**config.mk**
```make
export PLATFORM = sky130hd
export DESIGN_NAME = fp16_alu_arbiter
export DESIGN_NICKNAME = d
export VERILOG_FILES = /design/src/rtl/fp_alu_pkg.sv /design/src/rtl/fp_alu_tag_fifo.sv /design/src/rtl/fp16_alu_arbiter.sv
export SDC_FILE = /design/constraint.sdc
export NUM_CORES = 1
export LEC_CHECK = 0
export BUFFER_PORTS_ARGS = -buffer_cell sky130_fd_sc_hd__buf_2
export CAP_MARGIN = 20
export CORE_MARGIN = 2
export CORE_UTILIZATION = 25
export CTS_BUF_LIST = sky130_fd_sc_hd__clkbuf_8
export DETAILED_ROUTE_END_ITERATION = 10
export PLACE_DENSITY_LB_ADDON = 0.08
export SETUP_SLACK_MARGIN = 0.05
export SYNTH_ARGS = -nofsm -noshare
export SYNTH_HDL_FRONTEND = slang
export SYNTH_SLANG_ARGS = --single-unit
```
**constraint.sdc**
```tcl
create_clock -name clk -period 3.1 [get_ports clk]
set_input_delay 0.465 -clock clk [delete_from_list [all_inputs] [get_ports clk]]
set_output_delay 0.465 -clock clk [all_outputs]
set_load 0.01 [all_outputs]
```
**src/rtl/fp_alu_pkg.sv**
```systemverilog
// Shared FP16 ALU definitions: operand width, opmode encodings and common constants.
// Used by the arbiter and anything else that drives or decodes ALU opmodes.
package fp_alu_pkg;

  localparam int FP16_W = 16;
  localparam int OPMODE_W = 4;

  typedef logic [OPMODE_W-1:0] opmode_t;
  typedef logic [FP16_W-1:0] fp16_t;

  localparam opmode_t OP_FMA_ADD = 4'b0000;
  localparam opmode_t OP_FMA_SUB = 4'b0001;
  localparam opmode_t OP_INV_ADD = 4'b0010;
  localparam opmode_t OP_INV_SUB = 4'b0011;
  localparam opmode_t OP_LOG     = 4'b0100;
  localparam opmode_t OP_EXP     = 4'b1000;

  localparam fp16_t FP16_ONE = 16'h3C00;

endpackage

```
**src/rtl/fp_alu_tag_fifo.sv**
```systemverilog
// In-order FIFO holding the requester ID of every ALU operation in flight.
// Read data is first-word fall-through so a pop can use the head in the same cycle.
module fp_alu_tag_fifo #(
  parameter int WIDTH = 2,
  parameter int DEPTH = 8
) (
  input  logic             clk,
  input  logic             rst,
  input  logic             push_i,
  input  logic [WIDTH-1:0] din_i,
  input  logic             pop_i,
  output logic [WIDTH-1:0] dout_o,
  output logic             empty_o,
  output logic             full_o
);

  localparam int AW = (DEPTH > 1) ? $clog2(DEPTH) : 1;

  logic [WIDTH-1:0] mem_q [DEPTH];
  logic [AW-1:0]    wr_ptr_q, wr_ptr_d;
  logic [AW-1:0]    rd_ptr_q, rd_ptr_d;
  logic [AW:0]      count_q, count_d;
  logic             do_push, do_pop;

  assign empty_o = (count_q == '0);
  assign full_o  = (count_q == (AW+1)'(DEPTH));
  assign dout_o  = mem_q[rd_ptr_q];

  // A full FIFO may still accept a push when the head leaves in the same cycle.
  assign do_pop  = pop_i & ~empty_o;
  assign do_push = push_i & (~full_o | do_pop);

  always_comb begin
    wr_ptr_d = wr_ptr_q;
    rd_ptr_d = rd_ptr_q;
    count_d  = count_q;
    if (do_push) wr_ptr_d = wr_ptr_q + 1'b1;
    if (do_pop)  rd_ptr_d = rd_ptr_q + 1'b1;
    case ({do_push, do_pop})
      2'b10:   count_d = count_q + 1'b1;
      2'b01:   count_d = count_q - 1'b1;
      default: count_d = count_q;
    endcase
  end

  always_ff @(posedge clk) begin
    if (rst) begin
      wr_ptr_q <= '0;
      rd_ptr_q <= '0;
      count_q  <= '0;
    end else begin
      wr_ptr_q <= wr_ptr_d;
      rd_ptr_q <= rd_ptr_d;
      count_q  <= count_d;
    end
  end

  always_ff @(posedge clk) begin
    if (do_push) mem_q[wr_ptr_q] <= din_i;
  end

endmodule

```
**src/rtl/fp16_alu_arbiter.sv**
```systemverilog
// Round-robin front end sharing one FP16 ALU among NREQ requesters, with credit-limited
// issue and in-order routing of results back to the requester that issued them.
module fp16_alu_arbiter
  import fp_alu_pkg::*;
#(
  parameter int NREQ    = 4,
  parameter int MAX_OUT = 8,
  parameter int IDW     = $clog2(NREQ)
) (
  input  logic                   clk,
  input  logic                   rst,
  input  logic [NREQ-1:0]        req_valid,
  output logic [NREQ-1:0]        req_ready,
  input  logic [4*NREQ-1:0]      req_opmode,
  input  logic [FP16_W*NREQ-1:0] req_a,
  input  logic [FP16_W*NREQ-1:0] req_b,
  input  logic [FP16_W*NREQ-1:0] req_c,
  output logic                   alu_in_valid,
  output logic [3:0]             alu_opmode,
  output logic [FP16_W-1:0]      alu_a,
  output logic [FP16_W-1:0]      alu_b,
  output logic [FP16_W-1:0]      alu_c,
  input  logic                   alu_out_valid,
  input  logic [FP16_W-1:0]      alu_out,
  output logic                   resp_valid,
  output logic [IDW-1:0]         resp_id,
  output logic [FP16_W-1:0]      resp_data,
  output logic                   busy,
  output logic                   err_unexpected
);

  localparam int CNTW = $clog2(MAX_OUT + 1);

  logic [IDW-1:0]    rr_ptr_q, rr_ptr_d;
  logic [CNTW-1:0]   outstanding_q, outstanding_d;
  logic              alu_in_valid_q;
  opmode_t           alu_opmode_q;
  fp16_t             alu_a_q, alu_b_q, alu_c_q;
  logic              resp_valid_q;
  logic [IDW-1:0]    resp_id_q;
  fp16_t             resp_data_q;
  logic              err_q;

  logic              credit, grant_found, accept, pop;
  logic [IDW-1:0]    grant_idx, cand;
  logic [IDW-1:0]    tag_head;
  logic              tag_empty, tag_full;

  assign credit = (outstanding_q < CNTW'(MAX_OUT));

  // Walk from the highest offset down so the candidate closest to rr_ptr wins.
  always_comb begin
    grant_found = 1'b0;
    grant_idx   = '0;
    cand        = '0;
    for (int k = NREQ - 1; k >= 0; k--) begin
      cand = IDW'((32'(rr_ptr_q) + 32'(k)) % NREQ);
      if (req_valid[cand]) begin
        grant_found = 1'b1;
        grant_idx   = cand;
      end
    end
  end

  assign accept    = grant_found & credit & ~rst;
  assign req_ready = accept ? ({{(NREQ-1){1'b0}}, 1'b1} << grant_idx) : '0;
  assign pop       = alu_out_valid & ~tag_empty;

  assign rr_ptr_d = accept ? IDW'((32'(grant_idx) + 32'd1) % NREQ) : rr_ptr_q;

  always_comb begin
    case ({accept, pop})
      2'b10:   outstanding_d = outstanding_q + 1'b1;
      2'b01:   outstanding_d = outstanding_q - 1'b1;
      default: outstanding_d = outstanding_q;
    endcase
  end

  fp_alu_tag_fifo #(
    .WIDTH (IDW),
    .DEPTH (MAX_OUT)
  ) u_tag_fifo (
    .clk     (clk),
    .rst     (rst),
    .push_i  (accept & ~tag_full),
    .din_i   (grant_idx),
    .pop_i   (pop),
    .dout_o  (tag_head),
    .empty_o (tag_empty),
    .full_o  (tag_full)
  );

  always_ff @(posedge clk) begin
    if (rst) begin
      rr_ptr_q       <= '0;
      outstanding_q  <= '0;
      alu_in_valid_q <= 1'b0;
      alu_opmode_q   <= '0;
      alu_a_q        <= '0;
      alu_b_q        <= '0;
      alu_c_q        <= '0;
      resp_valid_q   <= 1'b0;
      resp_id_q      <= '0;
      resp_data_q    <= '0;
      err_q          <= 1'b0;
    end else begin
      rr_ptr_q       <= rr_ptr_d;
      outstanding_q  <= outstanding_d;
      alu_in_valid_q <= accept;
      if (accept) begin
        alu_opmode_q <= req_opmode[4*grant_idx +: 4];
        alu_a_q      <= req_a[FP16_W*grant_idx +: FP16_W];
        alu_b_q      <= req_b[FP16_W*grant_idx +: FP16_W];
        alu_c_q      <= req_c[FP16_W*grant_idx +: FP16_W];
      end
      resp_valid_q <= pop;
      if (pop) begin
        resp_id_q   <= tag_head;
        resp_data_q <= alu_out;
      end
      // A result with no matching tag is a protocol error; it stays visible until reset.
      err_q <= err_q | (alu_out_valid & tag_empty);
    end
  end

  assign alu_in_valid   = alu_in_valid_q;
  assign alu_opmode     = alu_opmode_q;
  assign alu_a          = alu_a_q;
  assign alu_b          = alu_b_q;
  assign alu_c          = alu_c_q;
  assign resp_valid     = resp_valid_q;
  assign resp_id        = resp_id_q;
  assign resp_data      = resp_data_q;
  assign busy           = (outstanding_q != '0) | alu_in_valid_q;
  assign err_unexpected = err_q;

endmodule

```
; Word level (Yosys, flattened, before mapping)
; Memory sizes are Yosys's and may differ from the RTL's. A register that Yosys moved wholly into a read port is not among the register bits.
; Index checks and enable logic that the tools add are counted.
[classes]
bitwise_logic = 13
div_mod_pow = 0
add_sub_neg = 10
n_reduce_logical = 4
eq_ne = 5
shift = 5
mux = 21
n_mul = 0
n_lt_le_gt_ge = 5
[ops]
columns = operator, n
row1 = $shiftx 64x7->16, 3
row2 = $pmux 4 s2, 2
row3 = $shiftx 16x5->4, 1
row4 = $lt 2x3->1 const B, 4
row5 = $mux 1, 10
row6 = $add 4x1->4 const B, 2
row7 = $bmux 1 s2, 4
row8 = $mux 2, 4
row9 = $sub 4x1->4 const B, 2
row10 = $and 1x1->1, 7
row11 = $add 3x1->3 const B, 2
row12 = $add 2x1->2 const B, 2
row13 = $add 2x2->2 const B, 2
row14 = $eq 2x1->1 const B, 2
row15 = $eq 2x2->1 const B, 2
row16 = $eq 4x4->1 const B, 1
row17 = $logic_not 4->1, 1
row18 = $lt 4x4->1 const B, 1
row19 = $mux 4, 1
row20 = $reduce_bool 2->1, 2
row21 = $reduce_bool 4->1, 1
row22 = $shl 1x2->4 const A, 1
row23 = $not 1->1, 3
row24 = $or 1x1->1, 3
[word_totals]
romBits = 0
register_bits = 87
latch_bits = 0
ramBits = 16
mem_count = 1
[mem_list]
columns = memory, depth, word_bits, read_ports, rd_clocked_by_memory_dff, write_ports, line
row1 = u_tag_fifo.mem_q, 8, 2, 1, 1, 1, fp_alu_tag_fifo.sv:19  ; logic [WIDTH-1:0] mem_q [DEPTH];

; Longest topological paths before layout
[depth]
depth_word = 13
ltp_mapped = 13
mapped_depth_nobuf = 11

; Modules after synthesis
; Synthesis repeated with hierarchy kept, for this count alone.
[unflattened]
cells_unflattened = 664
hier_area_um2 = 6012.0
[by_module_without_submodules]
columns = module, seq_area_each_um2, cells_per_inst, instances, area_each_um2
row1 = fp16_alu_arbiter, 1581.5, 559, 1, 4669.5
row2 = fp_alu_tag_fifo, 740.7, 105, 1, 1342.5

; Worst setup path after synthesis
; No wires, ideal clock.
[synth_path]
path_kind = reg2reg
start = register u_tag_fifo.count_q[1]
end = register u_tag_fifo.count_q[2]
slack_ps = 573
period_less_slack_ps = 2527
path_buffers = 3
arrival_time_ps = 2456
stages_incl_launch_ff = 14
cell_sequence = dfxtp_1 -> buf_2 -> nor4_1 -> nand2b_1 -> buf_2 -> buf_2 -> inv_1 -> ha_1 -> xor2_1 -> ha_1 -> a21oi_1 -> xor2_1 -> or3_1 -> a21oi_1
[synth_via]
elab_chain_cells = 8
elab_cells_between_ends = 15
classes_between = add/sub (2) / eq/ne (3) / mux (1) / bitwise (7) / reduce/logical (2)
[synth_lines]
columns = item, line
row1 = start: declaration, fp_alu_tag_fifo.sv:22  ; logic [AW:0] count_q, count_d;
row2 = start signal: assignment, fp_alu_tag_fifo.sv:54  ; count_q <= count_d;
row3 = $logic_not 4->1 (*), fp_alu_tag_fifo.sv:25  ; assign empty_o = (count_q == '0);
row4 = $not 1->1 (*), "fp_alu_tag_fifo.sv:30, fp16_alu_arbiter.sv:67"
row5 = $and 1x1->1, fp16_alu_arbiter.sv:67  ; assign pop = alu_out_valid & ~tag_empty;
row6 = $and 1x1->1 (*), fp_alu_tag_fifo.sv:30  ; assign do_pop = pop_i & ~empty_o;
row7 = via u_tag_fifo.do_pop, fp_alu_tag_fifo.sv:23  ; logic do_push, do_pop;
row8 = $or 1x1->1, fp_alu_tag_fifo.sv:31  ; assign do_push = push_i & (~full_o | do_pop);
row9 = $and 1x1->1, fp_alu_tag_fifo.sv:31
row10 = $eq 2x1->1 / $eq 2x2->1 (equally long branches), fp_alu_tag_fifo.sv:39  ; case ({do_push, do_pop})
row11 = $pmux 4 s2 / $reduce_bool 2->1 (equally long branches), -
; The timed path passes the listed nets; every way through them passes the cells marked *.
; A chain may end at the register's enable or synchronous reset.

; Worst setup path in the final report
[layout_path]
start = register u_tag_fifo.count_q[0]
end = register outstanding_q[3]
[layout_via]
elab_chain_cells = 5
elab_cells_between_ends = 7
classes_between = eq/ne (2) / mux (1) / bitwise (2) / reduce/logical (2)
[layout_lines]
columns = item, line
row1 = $logic_not 4->1 (*), fp_alu_tag_fifo.sv:25
row2 = $not 1->1 (*), fp16_alu_arbiter.sv:67
row3 = $and 1x1->1 (*), fp16_alu_arbiter.sv:67
row4 = $eq 2x1->1 / $eq 2x2->1 (equally long branches), fp16_alu_arbiter.sv:72  ; case ({accept, pop})
row5 = $pmux 4 s2 / $reduce_bool 2->1 (equally long branches), -
row6 = end signal: assignment, fp16_alu_arbiter.sv:108  ; outstanding_q <= outstanding_d;
row7 = end: declaration, fp16_alu_arbiter.sv:35  ; logic [CNTW-1:0] outstanding_q, outstanding_d;
; Every way passes the cells marked *; elsewhere a longest branch is shown, timed or not.

==> results.toml <==
[sta]
relSlewSlack = 0.5545
max_slew.worst_pin.slew_ns = 0.6683
setup_ws_ns = 0.5248
post-route-period-util = 0.8307
fin_skew_ns = 0.01846
fin_crit_ns = 2.575
setup_viol = 0
final-hold-violation-count = 0
tns_ns = 0
whs_ns = 0.3024
slew_viol_final = 0
rsz0062_at_grt = "false"
timing.fmax_ghz = 0.3883

[pwr]
ir_worst_vdd_mv = 0.2456
power.leakage_nw = 3.678
p_int_mw = 3.251
switchingPower_mw = 1.994
seq_power_share = 0.385
power_frac_comb = 0.425
powerDensity_nw_per_um2 = 715.9
pwr-share-clk = 0.190
power.total_mw = 5.245
swShare = 0.3801

[place]
dpl-instance-area_um2 = 7092
post-dp-hpwl_um = 13610
preCtsSetupSlack_ns = 0.3844
dp.cells = 1085
gp_congestion = 0.8193
io_buffers = 308

[drt]
finalWirelength_um = 17580
firstDrtPassIters = 9
drc = 0
drtIter0Drc = 161
route.detailed.wl_per_inst_um = 15.97
ant_nets = 0
vias = 5061
via_per_inst = 4.597

[critical_path]
worstSetupPathType = "reg -> reg"
cp_top_family = "simple AND/OR/NAND/NOR gates"
endpoint_kind = "flip-flop"
cp_data_required_time_ns = 3.42
critPathArrivalTime_ns = 2.89
critical_path_buf_inv_count = 1
cpMaxStageDelayCell = "dfxtp_1"
worstSetupStartpointType = "flip-flop"
cpPeakStageDelay_ns = 0.40
crit_fanout = 7
path_cells = "nor4_1 > nand2b_1 > inv_2 > ha_1 > ha_1 > a21o_1 > a21oi_1 > xnor2_1 > or3_1 > a21oi_1"

[synth]
synth-seq-cells = 105
ys.flop_type = "dfxtp_1"
synth_area_leader_cell = "dfxtp_1"
synthTopCellsByCount = "mux2i_1 (108), nand2_1 (92), dfxtp_1 (89)"
ys_types = 39
synthCells = 528
syn_area_um2 = 5329
synth-edff-count = 16
synth.most_common_cell = "mux2i_1"
synthesis.nets = 772
synth_area_leaders = "dfxtp_1 (33%), mux2i_1 (20%), edfxtp_1 (9.0%)"
ys_warn_count = 0
syn_avg_cell_area_um2 = 10.09
yosysSeqAreaShare = 0.4245
netlist.area_leader.share = 0.3344
async_reset_ff_frac = 0

[run_status]
outcome = "complete, no violations"

[clocking]
hold_buffers = 0
cts_resized = 0
insertion_delay_ns = 0.38
cts_buffers = 9
path_clk_slew_ns = 0.12
cts.sinks = 105
post_cts_buffers = 0
root_buffer = "clkbuf_8"
cts_buffer_depth = 2
cts_tree = "done"
htree_num_levels = 3

[cells_and_area]
syn2layout_area_growth_pct = 37.47
stdcell_count = 1101
antennaDiodeCount = 0
drive_above_1_share = 0.4237
design_area_um2 = 7326
fin_nets = 1065
finalCoreUtilization = 0.3496

[floorplanning]
die_w_um = 150
initial_utilization = 0.2543
die_y_um = 150
dieArea_um2 = 22500
core_region_area_um2 = 20960
pin_count = 309
rows = 53

[global_route]
antenna_found_initial = 0
grt_pass1_vias = 5021
grt_max_degree = 80
grt_pass1_wl_um = 26030
overflow = 0
grt_use_total = 0.1508

[job]
cap_violations = 0

[min_path]
hp-class = "in -> reg"
power groups by stage:
| stage | clock, mW | combinational [mW] | sequential (mW) |
|---|---|---|---|
| after floorplan | 0 | 1.40 | 2.12 |
| after global placement | 0 | 2.26 | 2.03 |
| after detailed placement | 0 | 2.28 | 2.04 |
| after CTS | 1.05 | 2.28 | 2.02 |
| after global routing | 1.10 | 2.47 | 2.07 |
| final | 0.999 | 2.23 | 2.02 |
cell usage in the layout (no fill, tap or decap), types with 4 or more instances in the layout:
master / n
a211oi_1: 4
a21oi_1: 26
and2_1: 4
buf_2: 308
buf_4: 10
clkbuf_8: 10
dfxtp_1: 89
edfxtp_1: 16
ha_1: 12
inv_1: 5
inv_2: 4
mux2i_1: 108
mux4_2: 4
nand2_1: 91
nand2b_1: 7
nor2_1: 29
nor2b_1: 5
o221ai_1: 52
xor2_1: 8
flip-flops by register name, summed over array words and instances, names as in the netlist, 4 cells and up:
signal	flops
outstanding_q	4
alu_c	16
u_tag_fifo.count_q	4
alu_b	16
alu_opmode	4
u_tag_fifo.mem_q	16
resp_data	16
alu_a	16
layout make-up:
| type | instances | area (µm²) |
|---|---|---|
| fill | 2196 | 13630 |
| tap | 275 | 344.1 |
| multi-input combinational | 376 | 2795 |
| inverter | 9 | 33.78 |
| clock buffer | 10 | 137.6 |
| sequential | 105 | 2262 |
| clock inverter | 6 | 96.34 |
| timing repair buffer | 320 | 1657 |
metal layers:
layer  GRT usage  part of all wire
met2      0.2705              0.51
met4     0.05000             0.016
met5           0                 0
met3     0.02774             0.062
met1      0.1807              0.41
cells by family after synthesis:
kind of cell,Yosys count,synth area share
simple gates,148,0.1169
mux,112,0.2198
flops,105,0.4245
compound gates,92,0.1338
buf+inv,47,0.05494
fa+ha+maj,13,0.03193
xor+xnor,11,0.01808
final timing paths:
path / start / to / slack, ns / depth (start not counted)
setup / recovery: u_tag_fifo.count_q[0] / outstanding_q[3] / 0.52 / 10
hold reg to reg: resp_data[12] / resp_data[12] / 0.46 / 2
hold / removal: alu_out[12] / resp_data[12] / 0.30 / 3
setup reg to reg: u_tag_fifo.count_q[0] / outstanding_q[3] / 0.52 / 10
worst min-delay path, cell delays in order:
cell	delay, ns
buf_2	0.09
nand2_1	0.04
a21oi_1	0.05
No activity file was read; power rests on OpenSTA's default activity.
